`src/rtl/alu_writeback_seq.sv`:
```
// ALU result capture and register-file writeback sequencer with the architectural NZCV register (optional ALU_WB_OVERLAP_EN).
// Latency: first write 1 cycle after capture; long multiply writes hi then lo on consecutive cycles.
// Backpressure: wb_ready low holds the current write stable; alu_ready low blocks capture while a writeback is pending.
module alu_writeback_seq #(
    parameter int WIDTH = 32,
    parameter int RADDR = 4
) (
    input  logic             clk,
    input  logic             reset,
    input  logic             alu_valid,
    output logic             alu_ready,
    input  logic [3:0]       ALUControl,
    input  logic [WIDTH-1:0] Result,
    input  logic [WIDTH-1:0] Result2,
    input  logic [3:0]       ALUFlags,
    input  logic [RADDR-1:0] Rd,
    input  logic [RADDR-1:0] RdLo,
    input  logic             RegWriteReq,
    input  logic [1:0]       FlagWrite,
    input  logic             wb_ready,
    output logic             RegWrite,
    output logic [RADDR-1:0] WA3,
    output logic [WIDTH-1:0] ALUOut,
    output logic [3:0]       Flags,
    output logic             busy
);

    typedef enum logic [1:0] {
        IDLE = 2'd0,
        WB1  = 2'd1,
        WB2  = 2'd2
    } state_t;

    state_t             state_q, state_d;
    logic [WIDTH-1:0]   result2_q;
    logic [RADDR-1:0]   rdlo_q;
    logic               long_q;
    logic [3:0]         flags_q;
    logic [RADDR-1:0]   wa3_q, wa3_d;
    logic [WIDTH-1:0]   aluout_q, aluout_d;
    logic               capture;
    logic               is_long;
    logic               final_wr;

    assign is_long  = (ALUControl == 4'b0101) || (ALUControl == 4'b0110);
    assign final_wr = ((state_q == WB1) && !long_q) || (state_q == WB2);

`ifdef ALU_WB_OVERLAP_EN
    assign alu_ready = (state_q == IDLE) || (final_wr && wb_ready);
`else
    assign alu_ready = (state_q == IDLE);
`endif

    assign capture = alu_valid && alu_ready;

    always_comb begin
        state_d  = state_q;
        wa3_d    = wa3_q;
        aluout_d = aluout_q;
        busy     = 1'b0;
        RegWrite = 1'b0;
        case (state_q)
            IDLE: begin
                if (capture && RegWriteReq) begin
                    state_d  = WB1;
                    wa3_d    = Rd;
                    aluout_d = Result;
                end
            end
            WB1: begin
                busy     = 1'b1;
                RegWrite = 1'b1;
                if (wb_ready) begin
                    if (long_q) begin
                        state_d  = WB2;
                        wa3_d    = rdlo_q;
                        aluout_d = result2_q;
                    end else begin
                        state_d = IDLE;
                    end
                end
            end
            WB2: begin
                busy     = 1'b1;
                RegWrite = 1'b1;
                if (wb_ready) begin
                    state_d = IDLE;
                end
            end
            default: state_d = IDLE;
        endcase
        // A capture during the final write starts the next writeback with no bubble.
        if (capture && (state_q != IDLE)) begin
            if (RegWriteReq) begin
                state_d  = WB1;
                wa3_d    = Rd;
                aluout_d = Result;
            end else begin
                state_d = IDLE;
            end
        end
    end

    always_ff @(posedge clk or negedge reset) begin
        if (!reset) begin
            state_q   <= IDLE;
            wa3_q     <= '0;
            aluout_q  <= '0;
        end else begin
            state_q   <= state_d;
            wa3_q     <= wa3_d;
            aluout_q  <= aluout_d;
        end
    end

    // The hi half goes straight into the output register, so only the lo half is held.
    always_ff @(posedge clk or negedge reset) begin
        if (!reset) begin
            result2_q <= '0;
            rdlo_q    <= '0;
            long_q    <= 1'b0;
            flags_q   <= 4'b0000;
        end else if (capture) begin
            result2_q <= Result2;
            rdlo_q    <= RdLo;
            long_q    <= is_long;
            if (FlagWrite[1]) flags_q[3:2] <= ALUFlags[3:2];
            if (FlagWrite[0]) flags_q[1:0] <= ALUFlags[1:0];
        end
    end

    assign WA3    = wa3_q;
    assign ALUOut = aluout_q;
    assign Flags  = flags_q;

endmodule
```
`config.mk`:
```
export PLATFORM = sky130hd
export DESIGN_NAME = alu_writeback_seq
export DESIGN_NICKNAME = d
export VERILOG_FILES = /design/src/rtl/alu_writeback_seq.sv
export SDC_FILE = /design/constraint.sdc
export NUM_CORES = 1
export LEC_CHECK = 0
export BUFFER_PORTS_ARGS = -buffer_cell sky130_fd_sc_hd__buf_2
export CAP_MARGIN = 20
export CORE_UTILIZATION = 54
export DETAILED_ROUTE_END_ITERATION = 8
export PLACE_DENSITY = 0.89
export SYNTH_ARGS = -nofsm -noshare
export SYNTH_HDL_FRONTEND = slang
export SYNTH_SLANG_ARGS = --single-unit
export TNS_END_PERCENT = 100
```
`constraint.sdc`:
```
create_clock -name clk -period 4.5 [get_ports clk]
set_input_delay 0.675 -clock clk [delete_from_list [all_inputs] [get_ports clk]]
set_output_delay 0.675 -clock clk [all_outputs]
set_load 0.02 [all_outputs]
```
==> reports/qor.txt, run 1 <==
Status = finished, final reports clean
Worst rel slew slack = 0.303
Die X = 85.6 µm
Met3 Use GR = 0.0366
GPL Wtd Cong = 0.765
Initial Util = 0.558
Post-CTS Setup Bufs = 0
CTS Sinks = 79
FF-to-FF setup slack = 2.04 ns
Fin crit period = 2.46 ns
Clock Tree Buf Depth = 2
Launch point of the worst path = state_q[1]$_DFFE_PN0P_
Crit Path Category = register to register
Syn Std Cell Area = 3770 µm²
Grt ovf = 0
Number of diodes = 0
CP Launch Type = register
Clock root buffer = clkbuf_8
Average cell area after synthesis = 11.4 µm²
Met1 Use GR = 0.336
Core area = 6760 µm²
Ys Warns = 0
Final HPWL from detailed placement = 5450 µm
Reg2Reg Depth = 7
Setup crit end = ALUOut[23]$_DFF_PN0_
TritonCTS Buffers = 9
Cell Chain, Critical Path = inv_1, ha_1, and3_1, buf_4, a21oi_2, buf_4, a221o_1
Critical R2R Capture = ALUOut[23]$_DFF_PN0_
Die span in y = 85.6 µm
Synth top area cells = dfrtp_1, mux2_1, a221o_1
Hold Path Class = primary input to async pin
Max-cap violations = 0
Via count = 3098
Critical R2R Launch = state_q[1]$_DFFE_PN0P_
Clk slew on worst S/H paths = 0.08 ns
Power per cell area = 716 nW/µm²
Register area share after synthesis = 0.524
Slew Limit Fails = 0
Final #Nets = 529
CP arrival = 2.68 ns
Initial antenna violation count = 0
First-pass GRT wire length = 14300 µm
Vias in the first global route = 3081
Die area = 7320 µm²
Wire per inst = 16.5 µm
Max Fclk = 0.406 GHz
Routed WL = 8630 µm
Gates resized, CTS repair = 0
Slew @ Worst Pin = 1.05 ns
Via/cell ratio = 5.91
Crit. End Element = register
DRT antenna net count = 0
Tot GR Track Use = 0.250
Most frequent CP cell = buf_4
Cell Rows = 30
I/O Pins = 130
Required time worst endpoint = 4.72 ns
Fin. Hold Viols = 0
Worst-Skew Late Latency = 0.34 ns
Worst ir drop on vdd = 368 µV
Pin count of the biggest net entering global routing = 80
Worst-path fanout max = 31
Grt peak-use layer = met2
CTS Hold Bufs = 0
Fin crit share = 0.547
Cell taking the most area after synthesis = dfrtp_1
Syn-to-layout area delta = 22.3%
Sum Neg Setup Slack = 0 ns
Remaining DRCs = 0
Critical path's largest stage delay = 0.56 ns
Endpoints failing setup = 0
Worst Skew = 0.00868 ns
RSZ-0062 raised after global routing = no
CTS tree = done
Slowest cell on the critical path = ha_1
Post-synthesis instance total = 330
Syn nets = 420
P_leak = 2.09 nW
H-tree lvl count = 3
Final core occ = 0.683
Post-synth top area share = 0.524
Grt met2 use = 0.402
Number of detailed-route iterations in the first pass = 4
Yosys reg bits = 79
Yosys cell types = 28
Fraction of layout cells with a size suffix above 1 = 0.365
IO buf count = 129
DRT iter0 DRCs = 213
layout by cell type, fill, tap and decap left out, drive strengths merged:
master | Yosys | final
dfrtp | 79 | 79
xor2 | 1 | 1
clkinvlp | 0 | 1
nand3b | 1 | 1
a221o | 36 | 36
a21oi | 3 | 3
nand4 | 36 | 36
o21ai | 37 | 37
or3 | 1 | 1
ha | 3 | 3
bufinv | 0 | 2
nand2 | 38 | 38
mux2 | 46 | 46
o21bai | 1 | 1
o211ai | 2 | 2
and2 | 2 | 2
nand3 | 3 | 3
inv | 3 | 3
nor2 | 1 | 1
clkbuf | 14 | 11
and3 | 1 | 1
buf | 21 | 133
clkinv | 1 | 3
routing by layer:
layer  wire length, µm  vias up
li1                  -     1460
met1              3670     1499
met2              4260      123
met3               535       16
met4               161        0
met5                 0        -
critical path: cells and delay by family (launching register included):
| kind | cells | cell delay (ns) |
|---|---|---|
| buffers and inverters | 3 | 0.72 |
| adders and majority gates | 1 | 0.56 |
| and+or+nand+nor | 1 | 0.25 |
| DFF | 1 | 0.41 |
| AOI/OAI and AO/OA | 2 | 0.40 |
synth_stat cells:
cell and number:
a21oi_1 2, a21oi_2 1, a221o_1 36, and2_1 1
and2_4 1, and3_1 1, buf_2 16, buf_4 1
buf_6 4, clkbuf_1 14, clkinv_1 1, dfrtp_1 79
ha_1 3, inv_1 3, mux2_1 36, mux2_2 4
mux2_4 6, nand2_1 38, nand3_1 3, nand3b_1 1
nand4_1 36, nor2_1 1, o211ai_1 2, o21ai_0 36
o21ai_1 1, o21bai_1 1, or3_1 1, xor2_1 1
state kept, by name (all words and copies together) (netlist names):
name	cells
rdlo_q	4
WA3	4
result2_q	32
ALUOut	32
long_q	1
Flags	4
state_q	2
through the flow:
| stage | cell area [µm²] | total power (W) | setup slack (ns) | hold WS (ns) | std cells |
|---|---|---|---|---|---|
| detailed placement | 4360 | 0.00272 | 2.02 | 0.481 | 507 |
| CTS | 4590 | 0.00332 | 2.00 | 0.498 | 523 |
| floorplan | 3770 | 0.00232 | 2.71 | 0.379 | 330 |
| finish | 4610 | 0.00330 | 2.04 | 0.176 | 524 |
| global route | 4610 | 0.00353 | 1.77 | 0.179 | 524 |
| global placement | 4360 | 0.00265 | 2.12 | 0.473 | 507 |
layout make-up:
| class | count | area (µm²) |
|---|---|---|
| clock buffers | 11 | 141 |
| clock inverters | 5 | 81.3 |
| fillers | 549 | 2140 |
| inverters | 4 | 15.0 |
| multi-input cells | 212 | 1600 |
| flip-flops and latches | 79 | 1980 |
| well taps | 80 | 100 |
| repair buffers | 133 | 698 |
worst min path at each step:
stage / start / endpoint / slack, ns / depth (start not counted)
after CTS: result2_q[8]$_DFFE_PN0N_ / result2_q[8]$_DFFE_PN0N_ / 0.50 / 1
after detailed placement: result2_q[21]$_DFFE_PN0N_ / result2_q[21]$_DFFE_PN0N_ / 0.48 / 1
final: reset / ALUOut[17]$_DFF_PN0_ / 0.18 / 1
after floorplan: reset / ALUOut[0]$_DFF_PN0_ / 0.38 / 0
after global placement: result2_q[11]$_DFFE_PN0N_ / result2_q[11]$_DFFE_PN0N_ / 0.47 / 1
after global routing: reset / ALUOut[16]$_DFF_PN0_ / 0.18 / 1
cell families after synthesis:
kind of cell	after synthesis	synth area share
AOI/OAI and AO/OA	79	0.156
xor gates and xnor gates	1	0.00232
adders and majority gates	3	0.00995
buffers and inverters	39	0.0531
DFF	79	0.524
muxes	46	0.143
and+or+nand+nor	83	0.112
power breakdown:
group | internal, W | switching, W
registers | 0.00107 | 0.000260
clock network | 0.000328 | 0.000257
logic | 0.000603 | 0.000786
Power figures use the tool's default switching activity.
==> run 2: changes to the inputs <==
Settings changed: CORE_UTILIZATION 54 to 45, PLACE_DENSITY 0.89 to 0.8.
Clock period 4.5 ns to 2 ns, I/O delays scaled along.
==> reports/qor.txt, run 2 (synthesis results as in run 1) <==
Hold Path Class = primary input to register
Number of detailed-route iterations in the first pass = 4 (unchanged)
Die area = 8750 µm² (+20%)
Core area = 8180 µm² (+21%)
CP arrival = 2.06 ns (-0.62 ns)
CP Launch Type = register
I/O Pins = 130 (unchanged)
Slew @ Worst Pin = 0.471 ns (-0.574 ns)
Fin crit period = 1.83 ns (-0.637 ns)
Max-cap violations = 0 (unchanged)
Required time worst endpoint = 2.23 ns (-2.49 ns)
Status = finished, final reports clean
Worst Slack Setup Final = 0.174 ns (-1.86 ns)
RSZ-0062 raised after global routing = no
Tot Pwr = 0.00747 W (+130%)
Initial antenna violation count = 0 (unchanged)
Reg2Reg Depth = 5 (-2)
Endpoints failing setup = 0 (unchanged)
Via count = 3219 (+3.9%)
Vias in the first global route = 3060 (-0.68%)
Clk slew on worst S/H paths = 0.08 ns (about the same)
Grt ovf = 0 (unchanged)
Worst Skew = 0.0122 ns (+0.00347 ns)
CTS tree = done
FF-to-FF setup slack = 0.17 ns (-1.86 ns)
Setup crit end = ALUOut[13]$_DFF_PN0_
Critical R2R Capture = ALUOut[13]$_DFF_PN0_
Syn-to-layout area delta = 25.8%
Wire per inst = 16.1 µm (-2.3%)
P_leak = 2.16 nW (+3.2%)
Fin crit share = 0.913 (+0.366)
H-tree lvl count = 3 (unchanged)
Worst-Skew Late Latency = 0.35 ns (about the same)
Crit Path Category = register to register
Most frequent cells in the layout = buf_2, dfrtp_1, nand2_1
Final HPWL from detailed placement = 6350 µm (+17%)
Fraction of layout cells with a size suffix above 1 = 0.385 (+0.0199)
First-pass GRT wire length = 14500 µm (+1.5%)
Clock root buffer = clkbuf_8
Cell Rows = 33 (+10%)
CTS Sinks = 79 (unchanged)
Critical R2R Launch = state_q[1]$_DFFE_PN0P_
Clock Tree Buf Depth = 2 (unchanged)
DRT antenna net count = 0 (unchanged)
Power per cell area = 1570 nW/µm² (+120%)
Setup WS pre-CTS = -0.142 ns (-2.16 ns)
Initial Util = 0.461 (-0.0969)
Final #Nets = 545 (+3.0%)
IO buf count = 129 (unchanged)
GPL Wtd Cong = 0.828 (+8.3%)
Fin. Hold Viols = 0 (unchanged)
DRT iter0 DRCs = 151 (-29%)
Remaining DRCs = 0 (unchanged)
Fill count = 733 (+34%)
TritonCTS Buffers = 9 (unchanged)
Launch point of the worst path = state_q[1]$_DFFE_PN0P_
Tot GR Track Use = 0.216 (-0.0337)
Die span in y = 93.6 µm (+9.3%)
Worst ir drop on vdd = 797 µV (+120%)
Slew Limit Fails = 0 (unchanged)
Routed WL = 9090 µm (+5.3%)
Commonest non-fill, non-tap cell in the layout = buf_2
Die X = 93.6 µm (+9.3%)
Pin count of the biggest net entering global routing = 71 (-11%)
Worst rel slew slack = 0.686 (+0.382)
Number of diodes = 0 (unchanged)
Via/cell ratio = 5.70 (-3.6%)
Crit. End Element = register
Worst-path fanout max = 70 (+130%)
Max Fclk = 0.548 GHz (+35%)
-- run 2: layout make-up --
class	count	area, µm²	area share
Timing Repair Buffer	149	817	0.172
Clock inverter	5	56.3	0.0119
Multi-Input combinational cell	212	1610	0.339
Inverter	4	15.0	0.00316
Sequential cell	79	1980	0.417
Clock buffer	11	141	0.0298
Tap cell	105	131	0.0277
-- run 2: worst min path at each step --
stage               start                        to  depth (start not counted)
2_1_floorplan       reset       ALUOut[0]$_DFF_PN0_                          0
3_3_place_gp        reset       ALUOut[0]$_DFF_PN0_                          1
3_5_place_dp        reset       ALUOut[0]$_DFF_PN0_                          1
4_1_cts        Result2[3]  result2_q[3]$_DFFE_PN0N_                          2
5_1_grt        Result2[0]  result2_q[0]$_DFFE_PN0N_                          2
6_report       Result2[3]  result2_q[3]$_DFFE_PN0N_                          2
-- run 2: stage by stage --
step | hold WS, ns | area [µm²] | setup TNS [ns] | std cells | utilization
2_1_floorplan | 0.00441 | 3770 | 0 | 330 | -
5_1_grt | 0.138 | 4750 | 0 | 565 | 0.581
3_3_place_gp | 0.167 | 4510 | -0.331 | 546 | 0.552
3_5_place_dp | 0.170 | 4510 | -1.64 | 546 | 0.552
4_1_cts | 0.146 | 4730 | 0 | 563 | 0.578
6_report | 0.159 | 4750 | 0 | 565 | 0.581
-- run 2: timing repair --
item | in CTS | in global routing
hold endpoints to repair | 14 | 0
buffers inserted | 0 | 2
hold buffers | 1 | 0
gates resized for setup | 1 | 1
endpoints found under the setup margin | 12 | 7
-- run 2: per-layer routing --
layer / wire (µm) / vias to the layer above / track usage
met5: 0 / - / 0
met4: 104 / 0 / 0.0782
met3: 598 / 9 / 0.0553
met2: 4470 / 123 / 0.355
met1: 3920 / 1596 / 0.276
li1: - / 1491 / -
-- run 2: report_power, final --
group	switching, W	internal (W)
logic	0.00184	0.00146
registers	0.000561	0.00241
clock network	0.000587	0.000612
-- run 2: worst max-delay path: stages (launching register included) --
cell and delay, ns:
dfrtp_1 0.38, inv_1 0.09, ha_2 0.23, buf_6 0.41, nor2_1 0.21, a221o_1 0.39
==> run 3: changes to the inputs <==
Settings changed: CORE_UTILIZATION 45 to 54, CTS_CLUSTER_DIAMETER from default to 120, MAX_ROUTING_LAYER from default to met4, PLACE_DENSITY 0.8 to 0.89.
Clock period 2 ns to 2.2 ns, I/O delays scaled along.
==> reports/qor.txt, run 3 (synthesis results as in run 1) <==
Status = finished, final reports clean
GPL Wtd Cong = 0.812 (-2.0%)
Vias in the first global route = 3028 (-1.0%)
First-pass GRT wire length = 14400 µm (-1.2%)
Endpoints failing setup = 0 (unchanged)
TritonCTS Buffers = 9 (unchanged)
Grt ovf = 0 (unchanged)
Routed WL = 8990 µm (-1.1%)
Post-route cell area = 4680 µm² (-1.4%)
Placed Cells = 514 (-5.9%)
Die span in y = 85.6 µm (-8.5%)
Worst-path fanout max = 17 (-76%)
Slew Limit Fails = 0 (unchanged)
Initial Util = 0.558 (+0.0969)
Max Fclk = 0.527 GHz (-3.8%)
Hold Path Class = primary input to async pin
Clock root buffer = clkbuf_8
Fraction of layout cells with a size suffix above 1 = 0.376 (-0.00923)
Final Non-Filler Cells = 530 (-6.2%)
RSZ-0062 raised after global routing = no
Critical path's largest stage delay = 0.41 ns (about the same)
P_leak = 2.13 nW (-1.3%)
CP Launch Type = register
Area after DPL = 4430 µm² (-1.9%)
Tot Pwr = 0.00697 W (-6.7%)
CP arrival = 2.16 ns (+0.10 ns)
Power per cell area = 1490 nW/µm² (-5.4%)
Worst ir drop on vdd = 798 µV (about the same)
Initial antenna violation count = 0 (unchanged)
Worst-Skew Late Latency = 0.34 ns (about the same)
Critical R2R Launch = state_q[1]$_DFFE_PN0P_
Wire per inst = 17.0 µm (+5.4%)
Worst hold slack = 0.0118 ns (-0.147 ns)
Remaining DRCs = 0 (unchanged)
Crit. End Element = register
Number of diodes = 0 (unchanged)
Tot GR Track Use = 0.260 (+0.0436)
Crit Path Category = register to register
Die area = 7320 µm² (-16%)
Pin count of the biggest net entering global routing = 53 (-25%)
I/O Pins = 130 (unchanged)
Cell Chain, Critical Path = inv_1, ha_1, clkinv_1, a21oi_4, buf_4, a221o_1
Worst rel slew slack = 0.561 (-0.125)
IO buf count = 129 (unchanged)
Sum Neg Setup Slack = 0 ns (unchanged)
Fin crit period = 1.90 ns (+0.0722 ns)
DRT iter0 DRCs = 185 (+23%)
Core area = 6760 µm² (-17%)
H-tree lvl count = 3 (unchanged)
Via/cell ratio = 6.02 (+5.7%)
Worst Skew = 0.00662 ns (-0.00554 ns)
Final #Nets = 535 (-1.8%)
Post-CTS Setup Bufs = 0 (unchanged)
Commonest non-fill, non-tap cell in the layout = buf_2
CTS tree = done
Slew @ Worst Pin = 0.658 ns (+0.187 ns)
FF-to-FF setup slack = 0.30 ns (+0.13 ns)
Number of detailed-route iterations in the first pass = 5 (+1)
Slowest cell on the critical path = dfrtp_1
Die X = 85.6 µm (-8.5%)
Syn-to-layout area delta = 24.0%
Fin crit share = 0.863 (-0.0502)
CTS Sinks = 79 (unchanged)
Critical R2R Capture = ALUOut[31]$_DFF_PN0_
Fill count = 511 (-30%)
Max-cap violations = 0 (unchanged)
Final HPWL from detailed placement = 6150 µm (-3.1%)
Required time worst endpoint = 2.47 ns (+0.24 ns)
Clock Tree Buf Depth = 2 (unchanged)
Cell Rows = 30 (-9.1%)
Via count = 3191 (-0.87%)
Fin. Hold Viols = 0 (unchanged)
Reg2Reg Depth = 6 (+1)
DRT antenna net count = 0 (unchanged)
Clk slew on worst S/H paths = 0.09 ns (about the same)
Most frequent cells in the layout = buf_2, dfrtp_1, nand2_1
-- run 3: timing repair --
| action | in CTS | in global routing |
|---|---|---|
| gates resized for setup | 0 | 1 |
| hold buffers | 0 | 0 |
| hold endpoints to repair | 0 | 0 |
| endpoints found under the setup margin | 0 | 2 |
-- run 3: power breakdown --
part           leakage [nW]  internal [W]  switching (W)
combinational          1.09       0.00128        0.00168
clock                 0.120      0.000758       0.000535
sequential            0.917       0.00219       0.000524
-- run 3: layout make-up --
cell class | instances | area (µm²) | share of cell area
Sequential cell | 79 | 1980 | 0.422
Clock inverter | 7 | 120 | 0.0257
Clock buffer | 9 | 124 | 0.0265
Timing Repair Buffer | 139 | 736 | 0.157
Inverter | 4 | 15.0 | 0.00321
Tap cell | 80 | 100 | 0.0214
Multi-Input combinational cell | 212 | 1610 | 0.344
-- run 3: metrics by stage --
| stage | util | worst slack [ns] |
|---|---|---|
| after floorplan | - | 0.406 |
| after global placement | 0.655 | 0.296 |
| after detailed placement | 0.655 | 0.125 |
| after CTS | 0.691 | 0.101 |
| after global routing | 0.693 | 0.202 |
| final | 0.693 | 0.302 |
-- run 3: routing by layer --
layer	GRT usage	routed length, µm
met3	0.0529	473
met5	-	0
met4	0.0864	178
met1	0.329	3880
met2	0.420	4460
-- run 3: how the worst max path moves through the flow --
stage                           start                   end  slack (ns)  depth (start not counted)
3_5_place_dp   state_q[1]$_DFFE_PN0P_   ALUOut[0]$_DFF_PN0_        0.13                          6
5_1_grt        state_q[0]$_DFFE_PN0P_  ALUOut[31]$_DFF_PN0_        0.20                          6
4_1_cts        state_q[1]$_DFFE_PN0P_  ALUOut[31]$_DFF_PN0_        0.10                          6
2_1_floorplan  state_q[1]$_DFFE_PN0P_   ALUOut[0]$_DFF_PN0_        0.41                          8
6_report       state_q[1]$_DFFE_PN0P_  ALUOut[31]$_DFF_PN0_        0.30                          6
3_3_place_gp   state_q[1]$_DFFE_PN0P_  ALUOut[18]$_DFF_PN0_        0.30                          6
-- run 3: critical path: cells and delay by family (launching register included) --
family / cells / cell delay, ns
compound gates: 2 / 0.60
fa+ha+maj: 1 / 0.22
buf+inv: 3 / 0.60
flops: 1 / 0.41
